==> src/rtl/wb_retire.sv <==
// Writeback/retire stage: holds one in-flight instruction, selects its result
// (waiting for and extracting load data when needed) and writes the register file.
module wb_retire #(
  parameter int XLEN  = 32,
  parameter int RD_W  = 5,
  parameter int CNT_W = 32,
  localparam int OFF_W = $clog2(XLEN/8)
) (
  input  logic             clk,
  input  logic             rst,
  input  logic             in_valid,
  output logic             in_ready,
  input  logic [3:0]       in_sel,
  input  logic [XLEN-1:0]  in_alu,
  input  logic [XLEN-1:0]  in_uimm,
  input  logic [XLEN-1:0]  in_pc,
  input  logic             in_br_en,
  input  logic [RD_W-1:0]  in_rd,
  input  logic [OFF_W-1:0] in_off,
  input  logic             flush,
  input  logic             mem_resp_valid,
  input  logic [XLEN-1:0]  mem_rdata,
  output logic             rf_we,
  output logic [RD_W-1:0]  rf_rd,
  output logic [XLEN-1:0]  rf_wdata,
  output logic [CNT_W-1:0] retire_count
);

  typedef enum logic [1:0] {IDLE, WAIT_MEM, WRITE, DRAIN} state_e;

  typedef enum logic [3:0] {
    SEL_ALU  = 4'd0,
    SEL_BR   = 4'd1,
    SEL_UIMM = 4'd2,
    SEL_LW   = 4'd3,
    SEL_LH   = 4'd4,
    SEL_LHU  = 4'd5,
    SEL_LB   = 4'd6,
    SEL_LBU  = 4'd7,
    SEL_PC4  = 4'd8,
    SEL_LD   = 4'd9,
    SEL_LWU  = 4'd10
  } sel_e;

  state_e           state_q, state_d;
  logic [3:0]       sel_q, sel_d;
  logic [OFF_W-1:0] off_q, off_d;
  logic [RD_W-1:0]  rd_q, rd_d;
  logic             rfWe_q, rfWe_d;
  logic [RD_W-1:0]  rfRd_q, rfRd_d;
  logic [XLEN-1:0]  rfWdata_q, rfWdata_d;
  logic [CNT_W-1:0] retireCount_q, retireCount_d;

  logic             accept;
  logic             inIsLoad;
  logic [XLEN-1:0]  directResult;
  logic [XLEN-1:0]  rotWord;
  logic [XLEN-1:0]  loadData;
  logic             doWrite;
  logic [RD_W-1:0]  writeRd;
  logic [XLEN-1:0]  writeData;

  assign in_ready = rst && !flush && (state_q == IDLE || state_q == WRITE);
  assign accept   = in_valid && in_ready;

  always_comb begin
    inIsLoad = 1'b0;
    case (in_sel)
      SEL_LW, SEL_LH, SEL_LHU, SEL_LB, SEL_LBU, SEL_LD, SEL_LWU: inIsLoad = 1'b1;
      default: inIsLoad = 1'b0;
    endcase
  end

  always_comb begin
    directResult = in_alu;
    case (in_sel)
      SEL_BR:   directResult = XLEN'(in_br_en);
      SEL_UIMM: directResult = in_uimm;
      SEL_PC4:  directResult = in_pc + XLEN'(4);
      default:  directResult = in_alu;
    endcase
  end

  // Rotating the doubled word makes misaligned halves/words wrap within the word.
  assign rotWord = XLEN'({mem_rdata, mem_rdata} >> {off_q, 3'b000});

  always_comb begin
    loadData = XLEN'($signed(rotWord[31:0]));
    case (sel_q)
      SEL_LB:  loadData = XLEN'($signed(rotWord[7:0]));
      SEL_LBU: loadData = XLEN'(rotWord[7:0]);
      SEL_LH:  loadData = XLEN'($signed(rotWord[15:0]));
      SEL_LHU: loadData = XLEN'(rotWord[15:0]);
      SEL_LWU: loadData = (XLEN == 32) ? XLEN'($signed(rotWord[31:0])) : XLEN'(rotWord[31:0]);
      SEL_LD:  loadData = (XLEN == 32) ? XLEN'($signed(rotWord[31:0])) : mem_rdata;
      default: loadData = XLEN'($signed(rotWord[31:0]));
    endcase
  end

  always_comb begin
    state_d       = state_q;
    sel_d         = sel_q;
    off_d         = off_q;
    rd_d          = rd_q;
    rfWe_d        = 1'b0;
    rfRd_d        = rfRd_q;
    rfWdata_d     = rfWdata_q;
    retireCount_d = retireCount_q;
    doWrite       = 1'b0;
    writeRd       = rd_q;
    writeData     = loadData;

    case (state_q)
      IDLE, WRITE: begin
        state_d = IDLE;
        if (accept) begin
          sel_d = in_sel;
          off_d = in_off;
          rd_d  = in_rd;
          if (inIsLoad) begin
            state_d = WAIT_MEM;
          end else begin
            state_d   = WRITE;
            doWrite   = 1'b1;
            writeRd   = in_rd;
            writeData = directResult;
          end
        end
      end
      WAIT_MEM: begin
        if (flush) begin
          state_d = mem_resp_valid ? IDLE : DRAIN;
        end else if (mem_resp_valid) begin
          state_d = WRITE;
          doWrite = 1'b1;
        end
      end
      DRAIN: begin
        if (mem_resp_valid) state_d = IDLE;
      end
      default: state_d = IDLE;
    endcase

    // rd=0 still retires, but the write port keeps showing the last real write.
    if (doWrite) begin
      retireCount_d = retireCount_q + CNT_W'(1);
      rfWe_d        = |writeRd;
      if (|writeRd) begin
        rfRd_d    = writeRd;
        rfWdata_d = writeData;
      end
    end
  end

  always_ff @(posedge clk) begin
    if (!rst) begin
      state_q       <= IDLE;
      sel_q         <= '0;
      off_q         <= '0;
      rd_q          <= '0;
      rfWe_q        <= 1'b0;
      rfRd_q        <= '0;
      rfWdata_q     <= '0;
      retireCount_q <= '0;
    end else begin
      state_q       <= state_d;
      sel_q         <= sel_d;
      off_q         <= off_d;
      rd_q          <= rd_d;
      rfWe_q        <= rfWe_d;
      rfRd_q        <= rfRd_d;
      rfWdata_q     <= rfWdata_d;
      retireCount_q <= retireCount_d;
    end
  end

  assign rf_we        = rfWe_q;
  assign rf_rd        = rfRd_q;
  assign rf_wdata     = rfWdata_q;
  assign retire_count = retireCount_q;

endmodule

==> config.mk <==
export PLATFORM = sky130hd
export DESIGN_NAME = wb_retire
export DESIGN_NICKNAME = d
export VERILOG_FILES = /design/src/rtl/wb_retire.sv
export SDC_FILE = /design/constraint.sdc
export NUM_CORES = 1
export LEC_CHECK = 0
export BUFFER_PORTS_ARGS = -buffer_cell sky130_fd_sc_hd__clkbuf_2
export CAP_MARGIN = 10
export CORE_AREA = 5 5 112 114
export CTS_BUF_LIST = sky130_fd_sc_hd__clkbuf_8 sky130_fd_sc_hd__clkbuf_16
export DETAILED_ROUTE_END_ITERATION = 12
export DIE_AREA = 0 0 117 119
export PLACE_DENSITY = 0.8
export SLEW_MARGIN = 20
export SYNTH_ARGS = -nofsm -noshare
export SYNTH_HDL_FRONTEND = slang
export SYNTH_SLANG_ARGS = --single-unit
==> constraint.sdc <==
create_clock -name clk -period 2.8 [get_ports clk]
set_input_delay 0.14 -clock clk [delete_from_list [all_inputs] [get_ports clk]]
set_output_delay 0.14 -clock clk [all_outputs]
set_load 0.05 [all_outputs]
-- Yosys cells after proc, flatten, opt, wreduce, memory -nomap -nowiden
Cells that the tools add are included.
- add/subtract/negate cells: 2
- reduce and logical (&&, ||, !) cells: 13
- eq/ne operators: 19
- mux-type cells: 21
- shift operators: 1
- operator list (operator ; number):
    one-hot mux 32 bit (4 select lines) ; 1
    two-way mux 32 bit ; 3
    one-hot mux 32 bit (3 select lines) ; 1
    >> shifter 64 x 5 -> 32 bit ; 1
    adder 32 x 1 -> 32 bit, second input constant ; 1
    adder 32 x 3 -> 32 bit, second input constant ; 1
    == test 4 x 3 -> 1 bit, second input constant ; 8
    two-way mux 5 bit ; 3
    == test 4 bit, second input constant ; 3
    two-way mux 2 bit ; 6
    == test 4 x 2 -> 1 bit, second input constant ; 2
    AND reduction 2 bit ; 4
    OR reduction 7 bit ; 1
    one-hot mux 2 bit (3 select lines) ; 1
    two-way mux 1 bit ; 5
    OR reduction 5 bit ; 1
    == test 2 bit, second input constant ; 2
    == test 4 x 1 -> 1 bit, second input constant ; 1
    logical AND 1 bit ; 3
    inequality test 3 bit, second input constant ; 1
    == test 2 x 1 -> 1 bit, second input constant ; 1
    logical NOT 2 bit ; 1
    inequality test 2 bit, second input constant ; 1
    one-hot mux 1 bit (2 select lines) ; 1
    other kinds (3) ; 3
- input bits: 145
- register bits after elaboration: 83
- output and inout bits: 71

-- Longest topological paths before layout
- depth in word-level cells: 8
- mapped depth: 9
- gate-level depth less buffers: 7

-- Worst setup path after synthesis
OpenSTA, ideal clock, no wires.
- kind: register to register
- start: register retireCount_q[3] (netlist: retire_count[3])
- end: register retireCount_q[31] (netlist: retire_count[31])
- required time: 2730 ps
- stages on the path, launching flop included: 8
- arrival: 2612 ps
- path buffers: 1
- path slack: 117 ps
- library setup time: 70 ps
- cell sequence: dfxtp_1 and4_4 nand4_2 or3_1 buf_2 or4_4 or3_1 a21oi_1
- longest elaborated chain between the ends: 1
- RTL lines (element ; RTL line ; source):
    start, declared ; 52 ; logic [CNT_W-1:0] retireCount_q, retireCount_d;
    start signal, assigned ; 173 ; retireCount_q <= retireCount_d;
    adder 32 x 1 -> 32 bit ; 146 ; retireCount_d = retireCount_q + CNT_W'(1);
No other way between the ends.
A chain may end at the register's enable or synchronous reset.

-- Final worst setup path
- start: register state_q[0]
- end: register retireCount_q[31] (netlist: retire_count[31])
- longest elaborated chain between the ends: 6
- elaborated cells on any way between the ends: 9
- classes of those cells: eq/ne (2); mux (2); reduce/logical (5)
- RTL lines (element ; RTL line ; source):
    start, declared ; 45 ; state_e state_q, state_d;
    start signal, assigned ; 166 ; state_q <= state_d;
    == test 2 bit or logical NOT 2 bit (tied branches) ; 63, 113 ;
    logical OR 1 bit ; 63 ; assign in_ready = rst && !flush && (state_q == IDLE || state_q == WRITE);
    logical AND 1 bit ; 63 ;
    logical AND 1 bit ; 64 ; assign accept = in_valid && in_ready;
    two-way mux 1 bit ; 116 ; if (accept) begin
    one-hot mux 1 bit (2 select lines) (*) ; 113 ; case (state_q)
Every way passes the cells marked *; elsewhere a longest branch is shown, timed or not.

==> impl_results.md <==
* Hold buffers post-CTS at 0
* PostCTS Resize Cnt at 0
* Pre-antenna DRT Iters at 5
* VDD IR max at between 0.0003 and 0.0004 V
* Reg clk slew, reported paths at 60 ps
* Top Ports at 216
* Power Density at around 420 nW/um2
* RSZ-0062 raised after global routing: false
* Compound-Gate Fraction of Synth Area at between 20% and 30%
* CP Capture Type: flip-flop
* Largest net degree at the start of global routing at 65
* Number of diodes at 0
* Fraction of layout cells with a size suffix above 1 at approximately a third
* Post-Syn Nets at between 800 and 900
* Synth Flop Type: dfxtp_1
* Synthesized area per cell at ~8 um2
* DRT antenna net count at 0
* First-pass GRT wire length at about 30 mm
* Final Slew Violations at 0
* Remaining DRCs at 0
* Share of the synthesized area in the top cell type at roughly 30%
* GRT overflow at 0
* CP required at between 3000 and 4000 ps
* Final setup viols at 0
* CTS root buf: clkbuf_16
* PortBufs at 215
* Rel. slew slack at slightly below 40%
* Commonest non-fill, non-tap cell in the layout: clkbuf_2
* Area delta synth->final at 26.8%
* WL per Instance at ~19 um
* Post-synth EDFFs at 0
* Initial Utilization at 49.1%
* GRT Overall Usage at a little over a quarter
* CP max FO at 14
* Status: finished clean
* XOR/XNOR Fraction of Synth Area at about 7.9%
* Yosys warns at 0
* Fmax at approximately 0.4 GHz
* Post-synthesis adder-cell area fraction at 0.450%
* Final wirelength at between 15 and 20 mm
* Largest family of logic cells by synthesized area: compound AO/OA/AOI/OAI gates
* Fin nets at about 1.0k
* Core area at 11300 um2
* Std-Cell Rows at 39
* Final Skew at about 6.3 ps
* Hpwl dp at about 16 mm
* CTS Buffer Depth at 2
* Worst EP arrival at roughly 2800 ps
* Via count at between 6k and 7k
* Post-synthesis simple-gate area fraction at a little under a quarter
* Post-Syn Area at around 5600 um2
* Critical path class: reg2reg
* Setup crit start kind: flip-flop
* Vias/cell at approximately 6
* Async set or reset register ratio after synthesis at 0%
* Max-cap violations at 0
* Yosys reg bits at slightly above 80
* Met2 wire length at between 9 and 10 mm
* WL met3 at 2.05 mm
* Vias in the first global route at 5770
* Uppermost layer routed: met4
* Yosys top cell by area: dfxtp_1
* Die ar. at between 10000 and 15000 um2
* Clock latency on the worst-skew pair at between 300 and 400 ps
* Synth Instances at ~700
* Distinct cells, synth at 68
* Routability congestion estimate at between 0.9 and 1
* Final Hold Viols at 0
* Iter 0 DRT Violations at roughly 690
* HP Class: in2reg
* Final period utilization at about nine tenths
* Fin crit period at about 2500 ps
* Worst-Margin Slew at roughly 910 ps
* Clk sinks at between 80 and 90
* Post-synthesis sequential area ratio at approximately 30%
* Num CTS Buffers at 9
* Postcts setup bufs at 0
* Post-synthesis mux area share at around 10%
* Initial antenna violation count at 0
* Util after Layout at between 60% and 70%
* Top cells by area, synth: dfxtp_1 30%, mux4_2 5.7%, nand2_1 5.1%
* CTS tree: yes
* Static Leak at 2.85 nW
* Setup TNS at 0 ps
* Chip Width at roughly 120 um
* Chip height at roughly 120 um
* H-tree depth at 3
* Fillers at approximately 1.0k
* Post-Route M1 WL at approximately 7.4 mm
* Hold Slack at around 42 ps
* Most frequent cells in the layout: 215 x clkbuf_2, 82 x dfxtp_1, 75 x nand2_1, 73 x nor2_1, 53 x a21oi_1
-- critical path, cell delays in order, from the launching register on --
cell	delay (ps)
dfxtp_1	350
and4bb_2	510
o221a_2	320
o2111ai_4	230
or4_4	590
or3_1	310
a21oi_1	130
-- layout make-up --
type | count | area [um2] | area share (%)
clock buffers | 9 | 225 | 3.19
inverters | 13 | 48.8 | 0.691
multi-input cells | 553 | 3660 | 51.9
clock inverters | 6 | 58.8 | 0.833
flip-flops and latches | 83 | 1660 | 23.6
repair buffers | 234 | 1220 | 17.3
well taps | 143 | 179 | 2.54
-- Yosys cell counts, types with 3 or more instances --
| library cell | n |
|---|---|
| or4_1 | 3 |
| and3_1 | 6 |
| a211oi_1 | 11 |
| inv_1 | 13 |
| nand2b_1 | 6 |
| a221oi_1 | 18 |
| a311oi_1 | 4 |
| mux4_2 | 14 |
| a21o_1 | 4 |
| a22oi_1 | 7 |
| mux2i_1 | 15 |
| nand3b_1 | 3 |
| buf_2 | 6 |
| nand3_1 | 30 |
| o22ai_1 | 3 |
| nand2_1 | 75 |
| o21a_1 | 3 |
| o211a_1 | 3 |
| xor2_1 | 19 |
| xnor2_1 | 31 |
| o211ai_1 | 12 |
| nor3_1 | 19 |
| nor4_1 | 9 |
| clkbuf_1 | 40 |
| o221ai_1 | 4 |
| a31oi_1 | 5 |
| a21oi_1 | 54 |
| a222oi_1 | 4 |
| dfxtp_1 | 83 |
| o21ai_0 | 46 |
| and2_1 | 4 |
| nand4_1 | 9 |
| nor2_1 | 73 |
| buf_1 | 4 |
| nor2b_1 | 5 |
| mux2_2 | 8 |
| or3_1 | 9 |
-- through the flow --
step | std cells | worst slack, ps | power [mW] | instance area (um2)
6_report | 1041 | 274 | 2.98 | 7060
5_1_grt | 1041 | 161 | 3.09 | 7060
4_1_cts | 1041 | 269 | 2.99 | 7050
3_5_place_dp | 1026 | 328 | 1.83 | 6770
3_3_place_gp | 1026 | 352 | 1.83 | 6770
2_1_floorplan | 701 | 117 | 1.59 | 5560
-- power by group --
group	internal, mW	switching, mW	leakage (nW)
sequential	1.21	0.0248	0.672
combinational	0.224	0.360	2.04
clock	0.681	0.483	0.144
total	2.11	0.867	2.85
-- state kept, by name, summed over array words and instances (netlist names) --
register      count
rf_we             1
rf_wdata         32
retire_count     32
sel_q             4
rf_rd             5
off_q             2
rd_q              5
state_q           2
-- worst paths after layout --
check	from	end	slack, ps	cells past startpoint
setup / recovery	state_q[0]	retire_count[31]	270	6
hold / removal	in_off[1]	off_q[1]	40	3
setup reg to reg	state_q[0]	retire_count[31]	270	6
hold reg to reg	rf_wdata[11]	rf_wdata[11]	450	2
-- layer usage --
| metal | vias to the layer above | global-route usage (%) |
|---|---|---|
| li1 | 2990 | - |
| met1 | 2876 | 32.6 |
| met2 | 317 | 45.7 |
| met3 | 53 | 8.77 |
| met4 | 0 | 9.61 |
| met5 | - | 0 |
-- logic make-up after synthesis --
kind of cell    Yosys count
fa+ha+maj                 2
flops                    83
xor+xnor                 50
simple gates            267
buf+inv                  65
compound gates          197
mux                      37
Power figures use the tool's default switching activity.
